==> config.mk <==
export PLATFORM = sky130hd
export DESIGN_NAME = vga_timing_gen_flat
export DESIGN_NICKNAME = d
export VERILOG_FILES = /design/src/rtl/vga_timing_gen_pkg.sv /design/src/rtl/vga_timing_gen_if.sv /design/src/rtl/vga_timing_gen_tick.sv /design/src/rtl/vga_timing_gen.sv /design/src/flat_wrapper.sv
export SDC_FILE = /design/constraint.sdc
export NUM_CORES = 1
export LEC_CHECK = 0
export BUFFER_PORTS_ARGS = -buffer_cell sky130_fd_sc_hd__buf_2
export CAP_MARGIN = 20
export CORE_ASPECT_RATIO = 1.75
export CORE_UTILIZATION = 50
export CTS_CLUSTER_SIZE = 25
export DETAILED_ROUTE_END_ITERATION = 6
export PLACE_DENSITY = 0.73
export SYNTH_ARGS = -nofsm -noshare
export SYNTH_HDL_FRONTEND = slang
export SYNTH_SLANG_ARGS = --single-unit
==> constraint.sdc <==
create_clock -name clk -period 1.9 [get_ports clk]
set_input_delay 0.095 -clock clk [delete_from_list [all_inputs] [get_ports clk]]
set_output_delay 0.095 -clock clk [all_outputs]
set_load 0.02 [all_outputs]
==> src/rtl/vga_timing_gen_pkg.sv <==
// Shared timing defaults, coordinate scale encoding and raster total helper
// for the VGA timing generator.
package vga_timing_pkg;

  localparam int DEF_CLK_DIV  = 4;
  localparam int DEF_H_ACTIVE = 640;
  localparam int DEF_H_FP     = 16;
  localparam int DEF_H_SYNC   = 96;
  localparam int DEF_H_BP     = 48;
  localparam int DEF_V_ACTIVE = 480;
  localparam int DEF_V_FP     = 10;
  localparam int DEF_V_SYNC   = 2;
  localparam int DEF_V_BP     = 33;
  localparam int DEF_COORD_W  = 10;

  // Encoded value doubles as the coordinate right-shift amount.
  typedef enum logic [1:0] {
    SCALE_1 = 2'd0,
    SCALE_2 = 2'd1,
    SCALE_4 = 2'd2
  } scale_e;

  function automatic int calc_total(input int active, input int fp,
                                    input int sync, input int bp);
    return active + fp + sync + bp;
  endfunction

  // The reserved encoding falls back to 1:1.
  function automatic scale_e decode_scale(input logic [1:0] sel);
    case (sel)
      2'd1:    return SCALE_2;
      2'd2:    return SCALE_4;
      default: return SCALE_1;
    endcase
  endfunction

endpackage

==> src/rtl/vga_timing_gen_if.sv <==
// Bundle between the timing generator and its consumers (frame-buffer
// reader, renderer): scale request in, raster strobes and coordinates out.
interface vga_timing_if #(
  parameter int COORD_W = 10
);
  // No valid/ready here: every output below is held for a whole pixel period
  // and is qualified by pclk_en, so consumers sample on clk edges where
  // pclk_en is high. scale_sel may change at any time.
  logic [1:0]         scale_sel;
  logic               pclk_en;
  logic               h_sync;
  logic               v_sync;
  logic               DE;
  logic [COORD_W-1:0] x_pixel;
  logic [COORD_W-1:0] y_pixel;
  logic               line_start;
  logic               frame_start;

  modport master (
    input  scale_sel,
    output pclk_en, h_sync, v_sync, DE, x_pixel, y_pixel, line_start, frame_start
  );

  modport slave (
    output scale_sel,
    input  pclk_en, h_sync, v_sync, DE, x_pixel, y_pixel, line_start, frame_start
  );
endinterface

==> src/rtl/vga_timing_gen_tick.sv <==
// Pixel-clock enable divider: one-cycle pulse every CLK_DIV system clocks,
// first pulse on the CLK_DIV-th edge after reset release.
module pixel_tick_gen #(
  parameter int CLK_DIV = 4
) (
  input  logic clk,
  input  logic reset,
  output logic pclk_en
);

  localparam int DIV_W = (CLK_DIV > 1) ? $clog2(CLK_DIV) : 1;
  localparam logic [DIV_W-1:0] DIV_LAST = DIV_W'(CLK_DIV - 1);

  logic [DIV_W-1:0] div_cnt;

  always_ff @(posedge clk or posedge reset) begin
    if (reset) begin
      div_cnt <= '0;
      pclk_en <= 1'b0;
    end else begin
      div_cnt <= (div_cnt == DIV_LAST) ? '0 : div_cnt + 1'b1;
      pclk_en <= (div_cnt == DIV_LAST);
    end
  end

endmodule

==> src/rtl/vga_timing_gen.sv <==
// Parametrised VGA raster timing generator: raster counters, sync/DE decode,
// per-frame coordinate downscale and pixel-tick registered outputs.
module vga_timing_gen
  import vga_timing_pkg::*;
#(
  parameter int CLK_DIV    = DEF_CLK_DIV,
  parameter int H_ACTIVE   = DEF_H_ACTIVE,
  parameter int H_FP       = DEF_H_FP,
  parameter int H_SYNC     = DEF_H_SYNC,
  parameter int H_BP       = DEF_H_BP,
  parameter int V_ACTIVE   = DEF_V_ACTIVE,
  parameter int V_FP       = DEF_V_FP,
  parameter int V_SYNC     = DEF_V_SYNC,
  parameter int V_BP       = DEF_V_BP,
  parameter bit H_SYNC_POL = 1'b0,
  parameter bit V_SYNC_POL = 1'b0,
  parameter int COORD_W    = DEF_COORD_W
) (
  input logic         clk,
  input logic         reset,
  vga_timing_if.master bus
);

  localparam int H_TOTAL      = calc_total(H_ACTIVE, H_FP, H_SYNC, H_BP);
  localparam int V_TOTAL      = calc_total(V_ACTIVE, V_FP, V_SYNC, V_BP);
  localparam int H_SYNC_START = H_ACTIVE + H_FP;
  localparam int H_SYNC_END   = H_SYNC_START + H_SYNC;
  localparam int V_SYNC_START = V_ACTIVE + V_FP;
  localparam int V_SYNC_END   = V_SYNC_START + V_SYNC;
  localparam logic [COORD_W-1:0] H_LAST = COORD_W'(H_TOTAL - 1);
  localparam logic [COORD_W-1:0] V_LAST = COORD_W'(V_TOTAL - 1);

  logic               pclk_en;
  logic [COORD_W-1:0] h_cnt;
  logic [COORD_W-1:0] v_cnt;
  scale_e             scale_q;

  logic               h_sync_d, v_sync_d, de_d, line_d, frame_d;
  logic [COORD_W-1:0] x_d, y_d;

  logic               h_sync_q, v_sync_q, de_q, line_q, frame_q;
  logic [COORD_W-1:0] x_q, y_q;

  pixel_tick_gen #(.CLK_DIV(CLK_DIV)) u_tick (
    .clk     (clk),
    .reset   (reset),
    .pclk_en (pclk_en)
  );

  // Scale is sampled on the last pixel of a frame so a frame never mixes scales.
  always_ff @(posedge clk or posedge reset) begin
    if (reset) begin
      h_cnt   <= '0;
      v_cnt   <= '0;
      scale_q <= SCALE_1;
    end else if (pclk_en) begin
      if (h_cnt == H_LAST) begin
        h_cnt <= '0;
        if (v_cnt == V_LAST) begin
          v_cnt   <= '0;
          scale_q <= decode_scale(bus.scale_sel);
        end else begin
          v_cnt <= v_cnt + 1'b1;
        end
      end else begin
        h_cnt <= h_cnt + 1'b1;
      end
    end
  end

  always_comb begin
    de_d     = (int'(h_cnt) < H_ACTIVE) && (int'(v_cnt) < V_ACTIVE);
    h_sync_d = ((int'(h_cnt) >= H_SYNC_START) && (int'(h_cnt) < H_SYNC_END))
               ? H_SYNC_POL : ~H_SYNC_POL;
    v_sync_d = ((int'(v_cnt) >= V_SYNC_START) && (int'(v_cnt) < V_SYNC_END))
               ? V_SYNC_POL : ~V_SYNC_POL;
    x_d      = '0;
    y_d      = '0;
    if (de_d) begin
      x_d = h_cnt >> scale_q;
      y_d = v_cnt >> scale_q;
    end
    line_d  = (h_cnt == '0);
    frame_d = line_d && (v_cnt == '0);
  end

  // Outputs show the decode of the position held just before each pixel tick.
  always_ff @(posedge clk or posedge reset) begin
    if (reset) begin
      h_sync_q <= ~H_SYNC_POL;
      v_sync_q <= ~V_SYNC_POL;
      de_q     <= 1'b0;
      x_q      <= '0;
      y_q      <= '0;
      line_q   <= 1'b0;
      frame_q  <= 1'b0;
    end else if (pclk_en) begin
      h_sync_q <= h_sync_d;
      v_sync_q <= v_sync_d;
      de_q     <= de_d;
      x_q      <= x_d;
      y_q      <= y_d;
      line_q   <= line_d;
      frame_q  <= frame_d;
    end
  end

  assign bus.pclk_en     = pclk_en;
  assign bus.h_sync      = h_sync_q;
  assign bus.v_sync      = v_sync_q;
  assign bus.DE          = de_q;
  assign bus.x_pixel     = x_q;
  assign bus.y_pixel     = y_q;
  assign bus.line_start  = line_q;
  assign bus.frame_start = frame_q;

endmodule

==> src/flat_wrapper.sv <==
// flat-port wrapper written by rule: the top's interface ports become plain ports
module vga_timing_gen_flat import vga_timing_pkg::*;
#(
  parameter int CLK_DIV    = DEF_CLK_DIV,
  parameter int H_ACTIVE   = DEF_H_ACTIVE,
  parameter int H_FP       = DEF_H_FP,
  parameter int H_SYNC     = DEF_H_SYNC,
  parameter int H_BP       = DEF_H_BP,
  parameter int V_ACTIVE   = DEF_V_ACTIVE,
  parameter int V_FP       = DEF_V_FP,
  parameter int V_SYNC     = DEF_V_SYNC,
  parameter int V_BP       = DEF_V_BP,
  parameter bit H_SYNC_POL = 1'b0,
  parameter bit V_SYNC_POL = 1'b0,
  parameter int COORD_W    = DEF_COORD_W
)
  (clk, reset, bus_scale_sel, bus_pclk_en, bus_h_sync, bus_v_sync, bus_DE, bus_x_pixel, bus_y_pixel, bus_line_start, bus_frame_start);
  vga_timing_if #(.COORD_W(COORD_W)) bus_i ();
  input logic clk;
  input logic reset;
  input wire logic [$bits(bus_i.scale_sel)-1:0] bus_scale_sel;
  output wire logic [$bits(bus_i.pclk_en)-1:0] bus_pclk_en;
  output wire logic [$bits(bus_i.h_sync)-1:0] bus_h_sync;
  output wire logic [$bits(bus_i.v_sync)-1:0] bus_v_sync;
  output wire logic [$bits(bus_i.DE)-1:0] bus_DE;
  output wire logic [$bits(bus_i.x_pixel)-1:0] bus_x_pixel;
  output wire logic [$bits(bus_i.y_pixel)-1:0] bus_y_pixel;
  output wire logic [$bits(bus_i.line_start)-1:0] bus_line_start;
  output wire logic [$bits(bus_i.frame_start)-1:0] bus_frame_start;
  assign bus_i.scale_sel = bus_scale_sel;
  assign bus_pclk_en = bus_i.pclk_en;
  assign bus_h_sync = bus_i.h_sync;
  assign bus_v_sync = bus_i.v_sync;
  assign bus_DE = bus_i.DE;
  assign bus_x_pixel = bus_i.x_pixel;
  assign bus_y_pixel = bus_i.y_pixel;
  assign bus_line_start = bus_i.line_start;
  assign bus_frame_start = bus_i.frame_start;
  vga_timing_gen #(.CLK_DIV(CLK_DIV), .H_ACTIVE(H_ACTIVE), .H_FP(H_FP), .H_SYNC(H_SYNC), .H_BP(H_BP), .V_ACTIVE(V_ACTIVE), .V_FP(V_FP), .V_SYNC(V_SYNC), .V_BP(V_BP), .H_SYNC_POL(H_SYNC_POL), .V_SYNC_POL(V_SYNC_POL), .COORD_W(COORD_W)) u_core (.clk(clk), .reset(reset), .bus(bus_i));
endmodule
# After elaboration in Yosys (flattened, before gate mapping)
# Cells that the tools add are included.
[classes]
addsub = 3
order_cmp = 6
eq_ne = 5
shifts = 2
muxes = 8
reduce_logical = 8
[op_table]
columns = ["cell", "count"]
rows = [
  ["$mux 10", 4],
  ["$add 10x1->10 const B", 2],
  ["$eq 10x10->1 const B", 2],
  ["$logic_not 10->1", 2],
  ["$lt 10x10->1 const B", 2],
  ["$lt 10x9->1 const B", 2],
  ["$shr 10x2->10", 2],
  ["$ge 10x10->1 const B", 1],
  ["$ge 10x9->1 const B", 1],
  ["$eq 2x2->1 const B", 2],
  ["$logic_and 1x1->1", 4],
  ["$pmux 2 s2", 1],
  ["$reduce_and 3->1", 1],
  ["$add 2x1->2 const B", 1],
  ["$eq 2x1->1 const B", 1],
  ["$mux 1", 2],
  ["$mux 2", 1],
  ["$reduce_and 2->1", 1],
]
[word_totals]
register_bits = 50
input_bits = 4
out_inout_bits = 26
wordCells = 44

# Depth between registers and ports, before layout
[depth]
depth_word = 3
mapped_depth = 6
ltp_nobuf = 6

# Hierarchy
# A second synthesis with hierarchy kept.
[hier_totals]
hier_cells = 266
area_unflattened_um2 = 2670.1
[modules_own_cells]
columns = ["mod", "instances", "cells_each", "area_each_um2"]
rows = [
  ["vga_timing_gen", 1, 260, 2575.0],
  ["pixel_tick_gen", 1, 6, 95.1],
]

# Worst setup path before layout
# No wires, ideal clock.
[synth_path]
path_kind = "reg2reg"
startpoint = "reg u_core.h_cnt[5]"
endpoint = "reg u_core.v_cnt[9]"
setup_ns = 0.077
arrival_time_ns = 1.870
setup_slack_ns = -0.047
path_stages_with_launch = 7
path_buffers = 2
synth_period_minus_slack_ns = 1.947
path_cell_list = "dfrtp_1 or2_1 buf_6 or3_4 buf_6 or4_1 a21oi_1"
[synth_via]
elab_chain_len = 2
[synth_rtl]
columns = ["element", "line", "source"]
rows = [
  ["start, declared", "vga_timing_gen.sv:34", "logic [COORD_W-1:0] h_cnt;"],
  ["start signal, assigned", "vga_timing_gen.sv:66", "h_cnt <= h_cnt + 1'b1;"],
  ["$eq 10x10->1", "vga_timing_gen.sv:57", "if (h_cnt == H_LAST) begin"],
  ["$reduce_and 2->1 (no line)", "--", ""],
  ["end signal, assigned", "vga_timing_gen.sv:63", "v_cnt <= v_cnt + 1'b1;"],
  ["end, declared", "vga_timing_gen.sv:35", "logic [COORD_W-1:0] v_cnt;"],
]
# No other way between the ends.
# A chain may end at the register's enable or synchronous reset.

# Final worst setup path
[layout_path]
startpoint = "reg u_core.h_cnt[1]"
endpoint = "reg u_core.v_cnt[9]"
# The elaborated chain is that of the path after synthesis.

==> tab_implementation.tex <==
\begin{tabular}{lr}
\hline
Metric & Value \\
\hline
\multicolumn{2}{l}{\textbf{Run status}} \\
\quad Status & finished with violations \\
\quad Violated checks & design-rule violations \\
\multicolumn{2}{l}{\textbf{Pwr}} \\
\quad Relative contribution of sequential cells to total power & 58.3\% \\
\quad Cell internal pwr & between 0.001 and 0.0015 W \\
\quad Max VDD drop & between 400 and 500 uV \\
\quad Switch Pwr & about 0.00037 W \\
\quad Combinational fraction of design power & roughly 1.7\% \\
\quad Switching share of total power & roughly a fifth \\
\quad Power density of the placed cells & 606 nW/um\^{}2 \\
\quad Leakage & between 1 and 1.5 nW \\
\quad Clock share of power & between 40\% and 50\% \\
\multicolumn{2}{l}{\textbf{CTS}} \\
\quad \# Post-CTS Setup Buffers & 0 \\
\quad CTS tree & built \\
\quad Max Buffers Root-to-Sink & 2 \\
\quad Clk Latency, worst-skew pair & 0.30 ns \\
\quad Number of buffers created by CTS & 5 \\
\quad Clock transition at the register clock pins on the worst setup and hold paths after CTS & 0.09 ns \\
\quad Library cell used as clock root buffer & sky130\_fd\_sc\_hd\_\_clkbuf\_8 \\
\quad Count of H-tree levels built during CTS & 2 \\
\quad CTS Sinks & 50 \\
\multicolumn{2}{l}{\textbf{Floorplan}} \\
\quad Rows & 34 \\
\quad Core area & between 5000 and 6000 um\^{}2 \\
\quad Number of top-level design ports & 30 \\
\quad Die Wd & $\sim$57 um \\
\quad Initial cell density of the core & around 52\% \\
\quad Area of the die & approximately 5500 um\^{}2 \\
\quad Die span in y & just under 100 um \\
\multicolumn{2}{l}{\textbf{GRT}} \\
\quad Wire length of the first global-routing pass & between 9000 and 10000 um \\
\quad Gr usage total & approximately 22\% \\
\quad Largest net degree at the start of global routing & 37 \\
\quad Antenna violations before repair & 0 \\
\quad Overflow left after global routing & 0 \\
\quad Number of global-route vias before repair & approximately 2100 \\
\multicolumn{2}{l}{\textbf{Drt}} \\
\quad ANT nets after route & 0 \\
\quad Vias & between 2000 and 2500 \\
\quad Avg WL per Cell & $\sim$15 um \\
\quad Drt initial violations & 50 \\
\quad Number of vias per cell & roughly 5.7 \\
\quad First drt pass iteration count & 6 \\
\quad Total wirelength of the detailed-routed design & roughly 5600 um \\
\quad Number of remaining DRC errors & 8 \\
\multicolumn{2}{l}{\textbf{Timing}} \\
\quad Worst Clk Skew & 0.00787 ns \\
\quad Hold Vio Cnt, Final & 0 \\
\quad Total negative slack for setup checks & 0 ns \\
\quad Final count of pins violating max slew & 0 \\
\quad Unrepaired setup endpoints after global routing & no \\
\quad Fmax & between 0.5 and 0.6 GHz \\
\quad Final period demand of the worst path & about 1.8 ns \\
\quad Period Utilization, post-route & 93.3\% \\
\quad Worst Max-Slew Pin Slew & around 0.57 ns \\
\quad Worst slew margin relative to its limit & approximately 62\% \\
\quad Count of endpoints failing setup in the final report & 0 \\
\multicolumn{2}{l}{\textbf{Synthesis}} \\
\quad Primary FF master, synth & sky130\_fd\_sc\_hd\_\_dfrtp\_1 \\
\quad Count of mapped cells out of synthesis & about 280 \\
\quad Number of distinct library cell variants in the gate-level netlist after synthesis & 41 \\
\quad Sequential cell area fraction in the yosys report & between 40 and 50\% \\
\quad Number of register bits inferred by synthesis & 50 \\
\quad Warnings from Yosys & 0 \\
\quad Mean instance size in the synthesized netlist & around 9.3 um\^{}2 \\
\quad Post-synth ARST share & 100\% \\
\quad Count of flip-flops with a built-in enable after synthesis & 0 \\
\quad Mapped Nets & 290 \\
\quad Cell Area, Synth & between 2000 and 3000 um\^{}2 \\
\multicolumn{2}{l}{\textbf{Setup path}} \\
\quad Critical Path RT & roughly 2.1 ns \\
\quad Crit. Startpoint & u\_core.h\_cnt[1] \\
\quad Critical path start-end classification & reg -> reg \\
\quad Critical path endpoint category & register \\
\quad Critical Path Start Type & register \\
\quad Endpoint arrival time on the critical path & about 2 ns \\
\quad Maximum net fanout on the critical path & 8 \\
\quad Beginning of the worst register-to-register path & u\_core.h\_cnt[1] \\
\multicolumn{2}{l}{\textbf{Layout}} \\
\quad Layout cell share with drive strength beyond 1 & about a quarter \\
\quad Ant. Diodes & 0 \\
\quad Final Net Count & between 300 and 400 \\
\quad P\&R area growth vs syn & 15.1\% \\
\quad Most common library cell in the layout ignoring fill and taps & sky130\_fd\_sc\_hd\_\_dfrtp\_1 \\
\quad Non-filler cells, final & $\sim$380 \\
\quad Most frequent cells in the layout & sky130\_fd\_sc\_hd\_\_dfrtp\_1 (48), sky130\_fd\_sc\_hd\_\_inv\_1 (30), sky130\_fd\_sc\_hd\_\_nor2\_1 (29), sky130\_fd\_sc\_hd\_\_buf\_2 (29), sky130\_fd\_sc\_hd\_\_buf\_4 (23) \\
\multicolumn{2}{l}{\textbf{Min path}} \\
\quad Min-Delay Startpoint & bus\_scale\_sel[0] \\
\quad Class of the most critical hold timing path & in -> reg \\
\multicolumn{2}{l}{\textbf{Place}} \\
\quad Detailed placement HPWL & a little under 4000 um \\
\quad Routability Congestion & between 0.8 and 0.9 \\
\quad Quantity of I/O buffers inserted on ports & 29 \\
\quad Placed insts & roughly 370 \\
\multicolumn{2}{l}{\textbf{Run}} \\
\quad Number of violations of the max-capacitance limit & 0 \\
\hline
\end{tabular}
## metrics by stage
| stage | area (um^2) | power, W | util (%) | hold WS [ns] | setup WS, ns |
|---|---|---|---|---|---|
| 4_1_cts | 3010 | 0.00185 | 60.0 | 0.0599 | 0.115 |
| 6_report | 3010 | 0.00183 | 60.0 | 0.0726 | 0.127 |
| 5_1_grt | 3010 | 0.00190 | 60.0 | 0.0780 | 0.00140 |
| 3_5_place_dp | 2880 | 0.00111 | 57.5 | 0.189 | 0.134 |
| 2_1_floorplan | 2620 | 0.00110 | - | 0.195 | -0.0138 |
| 3_3_place_gp | 2880 | 0.00111 | 57.5 | 0.176 | 0.188 |
## Yosys cell counts (3+ instances only)
| master | number | area, um^2 |
|---|---|---|
| sky130_fd_sc_hd__o22ai_1 | 15 | 93.8 |
| sky130_fd_sc_hd__mux2i_1 | 9 | 90.1 |
| sky130_fd_sc_hd__xnor2_1 | 9 | 78.8 |
| sky130_fd_sc_hd__nand2_1 | 21 | 78.8 |
| sky130_fd_sc_hd__dfrtp_1 | 48 | 1200 |
| sky130_fd_sc_hd__ha_1 | 5 | 62.6 |
| sky130_fd_sc_hd__mux2_2 | 7 | 78.8 |
| sky130_fd_sc_hd__nor2_1 | 29 | 109 |
| sky130_fd_sc_hd__xor2_1 | 4 | 35.0 |
| sky130_fd_sc_hd__nand4_1 | 3 | 18.8 |
| sky130_fd_sc_hd__nor4_1 | 6 | 37.5 |
| sky130_fd_sc_hd__nand3_1 | 11 | 55.1 |
| sky130_fd_sc_hd__buf_6 | 5 | 56.3 |
| sky130_fd_sc_hd__clkbuf_1 | 12 | 45.0 |
| sky130_fd_sc_hd__o32ai_1 | 6 | 52.6 |
| sky130_fd_sc_hd__o21ai_0 | 15 | 75.1 |
| sky130_fd_sc_hd__nor3_1 | 7 | 35.0 |
| sky130_fd_sc_hd__inv_1 | 31 | 116 |
| sky130_fd_sc_hd__a21oi_1 | 11 | 55.1 |
## routing by layer
metal | track usage, % | vias up | part of all wire, %
li1 | - | 1037 | -
met1 | 27.2 | 1024 | 42
met2 | 37.2 | 54 | 52
met3 | 3.44 | 12 | 3.0
met4 | 12.1 | 0 | 2.4
met5 | 0 | - | 0
## critical path, stage by stage (launching register included)
cell and delay, ns:
sky130_fd_sc_hd__dfrtp_1 0.36, sky130_fd_sc_hd__ha_1 0.20, sky130_fd_sc_hd__nand4_2 0.14, sky130_fd_sc_hd__or3_4 0.40
sky130_fd_sc_hd__or4_1 0.48, sky130_fd_sc_hd__a21oi_1 0.14
## final timing paths
kind,endpoint,slack [ns],cells past startpoint
max,u_core.v_cnt[9],0.13,5
min reg2reg,u_core.u_tick.div_cnt[0],0.43,1
max in group asynchronous,u_core.h_cnt[7],0.91,4
min in group asynchronous,u_core.bus.y_pixel[5],0.39,3
min,u_core.scale_q[0],0.07,3
max reg2reg,u_core.v_cnt[9],0.13,5
## layout make-up
class	count	area, um^2
Clock buffer	5	68.8
Clock inverter	3	40.0
Fill cell	445	2010
Inverter	31	116
Multi-Input combinational cell	179	1130
Sequential cell	50	1250
Tap cell	54	67.6
Timing Repair Buffer	54	338
## power groups by stage
stage	logic (W)	registers (W)	clock network, W
after global placement	0.0000287	0.00108	0
after floorplan	0.0000166	0.00108	0
final	0.0000309	0.00106	0.000731
after detailed placement	0.0000297	0.00108	0
after CTS	0.0000325	0.00106	0.000754
after global routing	0.0000365	0.00106	0.000802
## flip-flops by register name (all words and copies together) (netlist names), 2 cells and up
signal,count
u_core.bus.x_pixel,10
u_core.bus.y_pixel,10
u_core.h_cnt,10
u_core.v_cnt,10
u_core.scale_q,2
u_core.u_tick.div_cnt,2
## kinds of logic after synthesis
family / Yosys count / synth area share [%]
xor gates and xnor gates: 13 / 4.35
AOI/OAI and AO/OA: 53 / 12.4
adders and majority gates: 5 / 2.39
DFF: 50 / 47.9
muxes: 16 / 6.45
buffers and inverters: 52 / 9.03
and+or+nand+nor: 92 / 17.5
## repair_timing
item / in CTS / in global routing
endpoints found under the hold margin: 25 / 0
hold buffers: 2 / 0
resized for setup: 0 / 0
No activity file was read; power rests on OpenSTA's default activity.
